[src/rtl/ps2_pkg.sv]
// Shared types and constants for the PS/2 keyboard receiver.
package ps2_pkg;

  typedef enum logic [1:0] {IDLE, DATA, PARITY, STOP} ps2StateT;

  localparam logic [7:0] PS2_EXT   = 8'hE0;
  localparam logic [7:0] PS2_REL   = 8'hF0;
  localparam logic [7:0] PS2_PAUSE = 8'hE1;

  localparam int PS2_FRAME_BITS = 11;
  localparam int PS2_DATA_BITS  = PS2_FRAME_BITS - 3;

  // E1 (Pause) looks like an extension prefix but is reported as an ordinary code.
  function automatic logic isPrefix(input logic [7:0] b);
    return (b != PS2_PAUSE) && ((b == PS2_EXT) || (b == PS2_REL));
  endfunction

endpackage

[src/rtl/ps2_filter.sv]
// Two-flop synchroniser plus equality filter for one PS/2 line, with a
// one-cycle falling-edge pulse on the filtered value.
module ps2_filter #(
  parameter int FILTER = 8
) (
  input  logic clock,
  input  logic reset,
  input  logic line,
  output logic filtered,
  output logic fall
);

  localparam int CW = $clog2(FILTER);

  logic [1:0]    sync;
  logic [CW-1:0] runCnt;
  logic          filteredQ;

  // NOTE: every register here is updated with <= so all flops sample the
  // pre-edge values; blocking assignments would collapse the synchroniser.
  always_ff @(posedge clock or posedge reset) begin
    if (reset) begin
      sync      <= 2'b11;
      runCnt    <= '0;
      filtered  <= 1'b1;
      filteredQ <= 1'b1;
    end else begin
      sync      <= {sync[0], line};
      filteredQ <= filtered;
      if (sync[1] == filtered) begin
        runCnt <= '0;
      end else if (runCnt == CW'(FILTER - 1)) begin
        filtered <= sync[1];
        runCnt   <= '0;
      end else begin
        runCnt <= runCnt + 1'b1;
      end
    end
  end

  assign fall = filteredQ & ~filtered;

endmodule

[src/rtl/ps2_keyboard_rx.sv]
// PS/2 keyboard receiver: deserialises device-to-host frames and folds E0/F0
// prefixes into ext/rel flags. Define PS2_PARITY_CHECK_EN to reject bad parity.
module ps2_keyboard_rx
  import ps2_pkg::*;
#(
  parameter int FILTER  = 8,
  parameter int TIMEOUT = 56000
) (
  input  logic       clock,
  input  logic       reset,
  input  logic       ps2Ck,
  input  logic       ps2D,
  output logic       strb,
  output logic [7:0] code,
  output logic       ext,
  output logic       rel,
  output logic       err
);

  localparam int TW = $clog2(TIMEOUT);

  ps2StateT      state, nextState;
  logic          ckFall, dFilt;
  logic          unusedCkLevel, unusedDataFall;
  logic [2:0]    bitCnt;
  logic [7:0]    shiftReg;
  logic          parityBit;
  logic [TW-1:0] timer;
  logic          extFlag, relFlag;
  logic          timeoutHit, frameDone, frameValid;
  logic          strbNext, errNext, setExt, setRel;

  ps2_filter #(.FILTER(FILTER)) ckFilter (
    .clock    (clock),
    .reset    (reset),
    .line     (ps2Ck),
    .filtered (unusedCkLevel),
    .fall     (ckFall)
  );

  ps2_filter #(.FILTER(FILTER)) dFilter (
    .clock    (clock),
    .reset    (reset),
    .line     (ps2D),
    .filtered (dFilt),
    .fall     (unusedDataFall)
  );

  // A fall in the terminal-count cycle wins over the timeout.
  assign timeoutHit = (state != IDLE) && (timer == TW'(TIMEOUT - 1)) && !ckFall;

  always_ff @(posedge clock or posedge reset) begin
    if (reset) state <= IDLE;
    else       state <= nextState;
  end

  // NOTE: nextState gets a default before the case so no path leaves it
  // unassigned, which would otherwise infer a latch.
  always_comb begin
    nextState = state;
    if (timeoutHit) begin
      nextState = IDLE;
    end else if (ckFall) begin
      case (state)
        IDLE:    if (!dFilt) nextState = DATA;
        DATA:    if (bitCnt == 3'(PS2_DATA_BITS - 1)) nextState = PARITY;
        PARITY:  nextState = STOP;
        STOP:    nextState = IDLE;
        default: nextState = IDLE;
      endcase
    end
  end

`ifdef PS2_PARITY_CHECK_EN
  assign frameValid = dFilt && (^{shiftReg, parityBit});
`else
  logic unusedParity;
  assign unusedParity = parityBit;
  assign frameValid   = dFilt;
`endif

  always_comb begin
    frameDone = ckFall && (state == STOP);
    strbNext  = frameDone && frameValid && !isPrefix(shiftReg);
    errNext   = (frameDone && !frameValid) || timeoutHit;
    setExt    = frameDone && frameValid && (shiftReg == PS2_EXT);
    setRel    = frameDone && frameValid && (shiftReg == PS2_REL);
  end

  always_ff @(posedge clock or posedge reset) begin
    if (reset) begin
      strb      <= 1'b0;
      err       <= 1'b0;
      code      <= 8'h00;
      ext       <= 1'b0;
      rel       <= 1'b0;
      extFlag   <= 1'b0;
      relFlag   <= 1'b0;
      bitCnt    <= '0;
      shiftReg  <= '0;
      parityBit <= 1'b0;
      timer     <= '0;
    end else begin
      strb <= strbNext;
      err  <= errNext;
      if (strbNext) begin
        code <= shiftReg;
        ext  <= extFlag;
        rel  <= relFlag;
      end

      if (strbNext || errNext) begin
        extFlag <= 1'b0;
        relFlag <= 1'b0;
      end else begin
        if (setExt) extFlag <= 1'b1;
        if (setRel) relFlag <= 1'b1;
      end

      if (ckFall) begin
        case (state)
          IDLE:   bitCnt <= '0;
          DATA: begin
            shiftReg[bitCnt] <= dFilt;
            bitCnt           <= bitCnt + 1'b1;
          end
          PARITY: parityBit <= dFilt;
          default: ;
        endcase
      end

      if (ckFall || (state == IDLE))    timer <= '0;
      else if (timer != TW'(TIMEOUT - 1)) timer <= timer + 1'b1;
    end
  end

endmodule
[config.mk]
export PLATFORM = sky130hd
export DESIGN_NAME = ps2_keyboard_rx
export DESIGN_NICKNAME = d
export VERILOG_FILES = /design/src/rtl/ps2_pkg.sv /design/src/rtl/ps2_filter.sv /design/src/rtl/ps2_keyboard_rx.sv
export SDC_FILE = /design/constraint.sdc
export NUM_CORES = 1
export LEC_CHECK = 0
export BUFFER_PORTS_ARGS = -buffer_cell sky130_fd_sc_hd__buf_2
export CORE_UTILIZATION = 35
export CTS_CLUSTER_DIAMETER = 50
export DETAILED_ROUTE_END_ITERATION = 8
export SLEW_MARGIN = 20
export SYNTH_ARGS = -nofsm -noshare
export SYNTH_HDL_FRONTEND = slang
export SYNTH_HIERARCHICAL = 1
export SYNTH_SLANG_ARGS = --single-unit
[constraint.sdc]
create_clock -name clock -period 5.2 [get_ports clock]
set_clock_uncertainty 0.2 [all_clocks]
set_input_delay 1.04 -clock clock [delete_from_list [all_inputs] [get_ports clock]]
set_output_delay 1.04 -clock clock [all_outputs]
set_load 0.02 [all_outputs]
==> results.py <==
metrics = {
    "floorplanning": {
        "placementRows": 30,
        "dieArea_um2": 7587,
        "die_h_um": 87.11,
        "core-area_um2": 6907,
        "start_util_pct": 36.70,
        "die_width_um": 87.11,
        "pin_count": 16,
    },
    "sta": {
        "fmax_mhz": 419.8,
        "layout_min_cycle_time_ns": 2.382,
        "max-slew-margin-rel_pct": 54.60,
        "worst_slew_pin_slew_ns": 0.6754,
        "report.final.slew_viol_count": 0,
        "rsz0062_at_grt": "no",
        "finalSetupViolCount": 0,
        "timing.final.crit_share_pct": 45.81,
        "hold_viol_final": 0,
        "tns_ns": 0,
    },
    "global_routing": {
        "grt_pass1_wl_um": 7465,
        "first_global_vias": 1628,
        "antenna_found_initial": 0,
        "grt_overflow_total": 0,
        "grt_max_degree": 44,
        "track_usage_pct": 12.71,
    },
    "placement": {
        "portBuffers": 15,
        "place_congestion": 0.7620,
        "post-dp-hpwl_um": 2923,
    },
    "synth": {
        "synth_fp_nets": 238,
        "netlist_area_um2": 2535,
        "ys_warn_count": 6,
        "synthCells": 223,
        "syn_avg_cell_area_um2": 11.37,
    },
    "critical_path": {
        "crit_fanout": 7,
        "cp-start-kind": "flop",
        "critPathCaptureType": "flop",
        "cp_data_arrival_time_ns": 2.36,
        "required_ns": 5.18,
        "setup.worst_path.class": "reg -> reg",
    },
    "flow_run": {
        "maxCapViolCount": 0,
    },
    "power": {
        "p_total_w": 0.001016,
        "power_density_nw_per_um2": 362.3,
        "leakage_nw": 1.280,
        "ir_drop_mv": 0.1505,
    },
    "drt": {
        "vias": 1656,
        "drt-total-wl_um": 4240,
        "vias_per_cell": 4.914,
        "drc": 0,
        "ant_nets": 0,
        "drt_iter0_drc": 60,
        "wl_per_cell_um": 12.58,
        "dr.pass1.iters": 4,
    },
    "cts": {
        "cts_tree": "built",
        "clock_sinks": 56,
        "root_buffer": "clkbuf_8",
        "ctsHtreeMaxLevel": 2,
        "cts_resized": 0,
        "holdBufCountCts": 0,
        "clock_latency_ns": 0.31,
        "cts.clk_slew.worst_paths_ns": 0.10,
        "clk_path_buf_depth": 2,
        "cts_made_buffers": 5,
        "post-cts-setup-buffer-count": 0,
    },
    "finish": {
        "regArea_um2": 1410,
        "multiInputGateArea_um2": 1064,
        "nFillCells": 692,
        "syn_to_final_growth_pct": 10.66,
        "n_antenna_cell": 0,
        "drive_above_1_share_pct": 22.41,
        "nets": 255,
    },
    "worst_hold_path": {
        "hold_path_class": "reg -> reg",
    },
    "run_status": {
        "status": "finished clean",
    },
}
## report_power, final
group          total (W)  internal (W)  switching (W)
Combinational   0.000225     0.0000900       0.000135
Clock           0.000231     0.0000942       0.000136
Sequential      0.000561      0.000501      0.0000598
## layer usage
metal,up-vias,global-route usage (%),routed length [um]
li1,816,-,-
met1,819,16.65,2151
met2,14,19.83,1914
met3,7,2.844,95
met4,0,6.408,78
met5,-,0,0
## final cells by class
cell class	count	area share, %
Multi-Input combinational cell	150	37.91
Sequential cell	56	50.27
Tap cell	96	4.282
Clock buffer	5	2.453
Inverter	11	1.472
Clock inverter	3	0.6690
Timing Repair Buffer	16	2.944
## state kept, by name (all words and copies together) (netlist names), 2 cells and up
| name | flops |
|---|---|
| ckFilter/runCnt | 3 |
| dFilter/sync | 2 |
| code | 8 |
| shiftReg | 8 |
| ckFilter/sync | 2 |
| bitCnt | 3 |
| timer | 16 |
| state | 2 |
| dFilter/runCnt | 3 |
## metrics by stage
stage | instance area (um2) | setup WS, ns | hold slack, ns | util (%) | cells
floorplan | 2535 | 2.957 | 0.1452 | - | 223
global placement | 2714 | 2.726 | 0.1452 | 39.29 | 329
detailed placement | 2714 | 2.649 | 0.1470 | 39.29 | 329
CTS | 2801 | 2.637 | 0.1611 | 40.56 | 337
global route | 2805 | 2.705 | 0.1651 | 40.62 | 337
finish | 2805 | 2.818 | 0.1596 | 40.62 | 337
## worst paths after layout
kind,start,to,depth (start not counted),slack (ns)
setup / recovery,timer[6],state[1],4,2.82
hold / removal,dFilter/sync[0],dFilter/sync[1],0,0.16
setup reg to reg,timer[6],state[1],4,2.82
hold reg to reg,dFilter/sync[0],dFilter/sync[1],0,0.16
max in group asynchronous,reset,timer[2],3,3.76
min in group asynchronous,reset,dFilter/runCnt[2],2,0.45
## worst max-delay path: stages (launching register included)
cell and delay (ns):
dfrtp_1 0.44, or4b_1 0.57, or4_1 0.68, o211ai_1 0.24, o211ai_1 0.12
## layout by cell type, fill, tap and decap left out, types with 2 or more instances in the layout
cell type and count:
dfrtp_1 49, nor2_1 17, mux2_2 16, buf_2 15
nand2_1 14, o21ai_0 11, ha_1 11, inv_1 10
a21oi_1 10, or3_1 9, nand3_1 7, dfstp_2 7
nor3_1 6, nand4_1 5, clkbuf_8 5, xnor2_1 4
xor2_1 4, and2_1 4, o211ai_1 3, nand2b_1 2
a32o_1 2, nand4b_1 2, or4_1 2, and4_1 2
nor3b_2 2, mux2_1 2, clkinv_2 2
(Power assumes the default switching activity.)
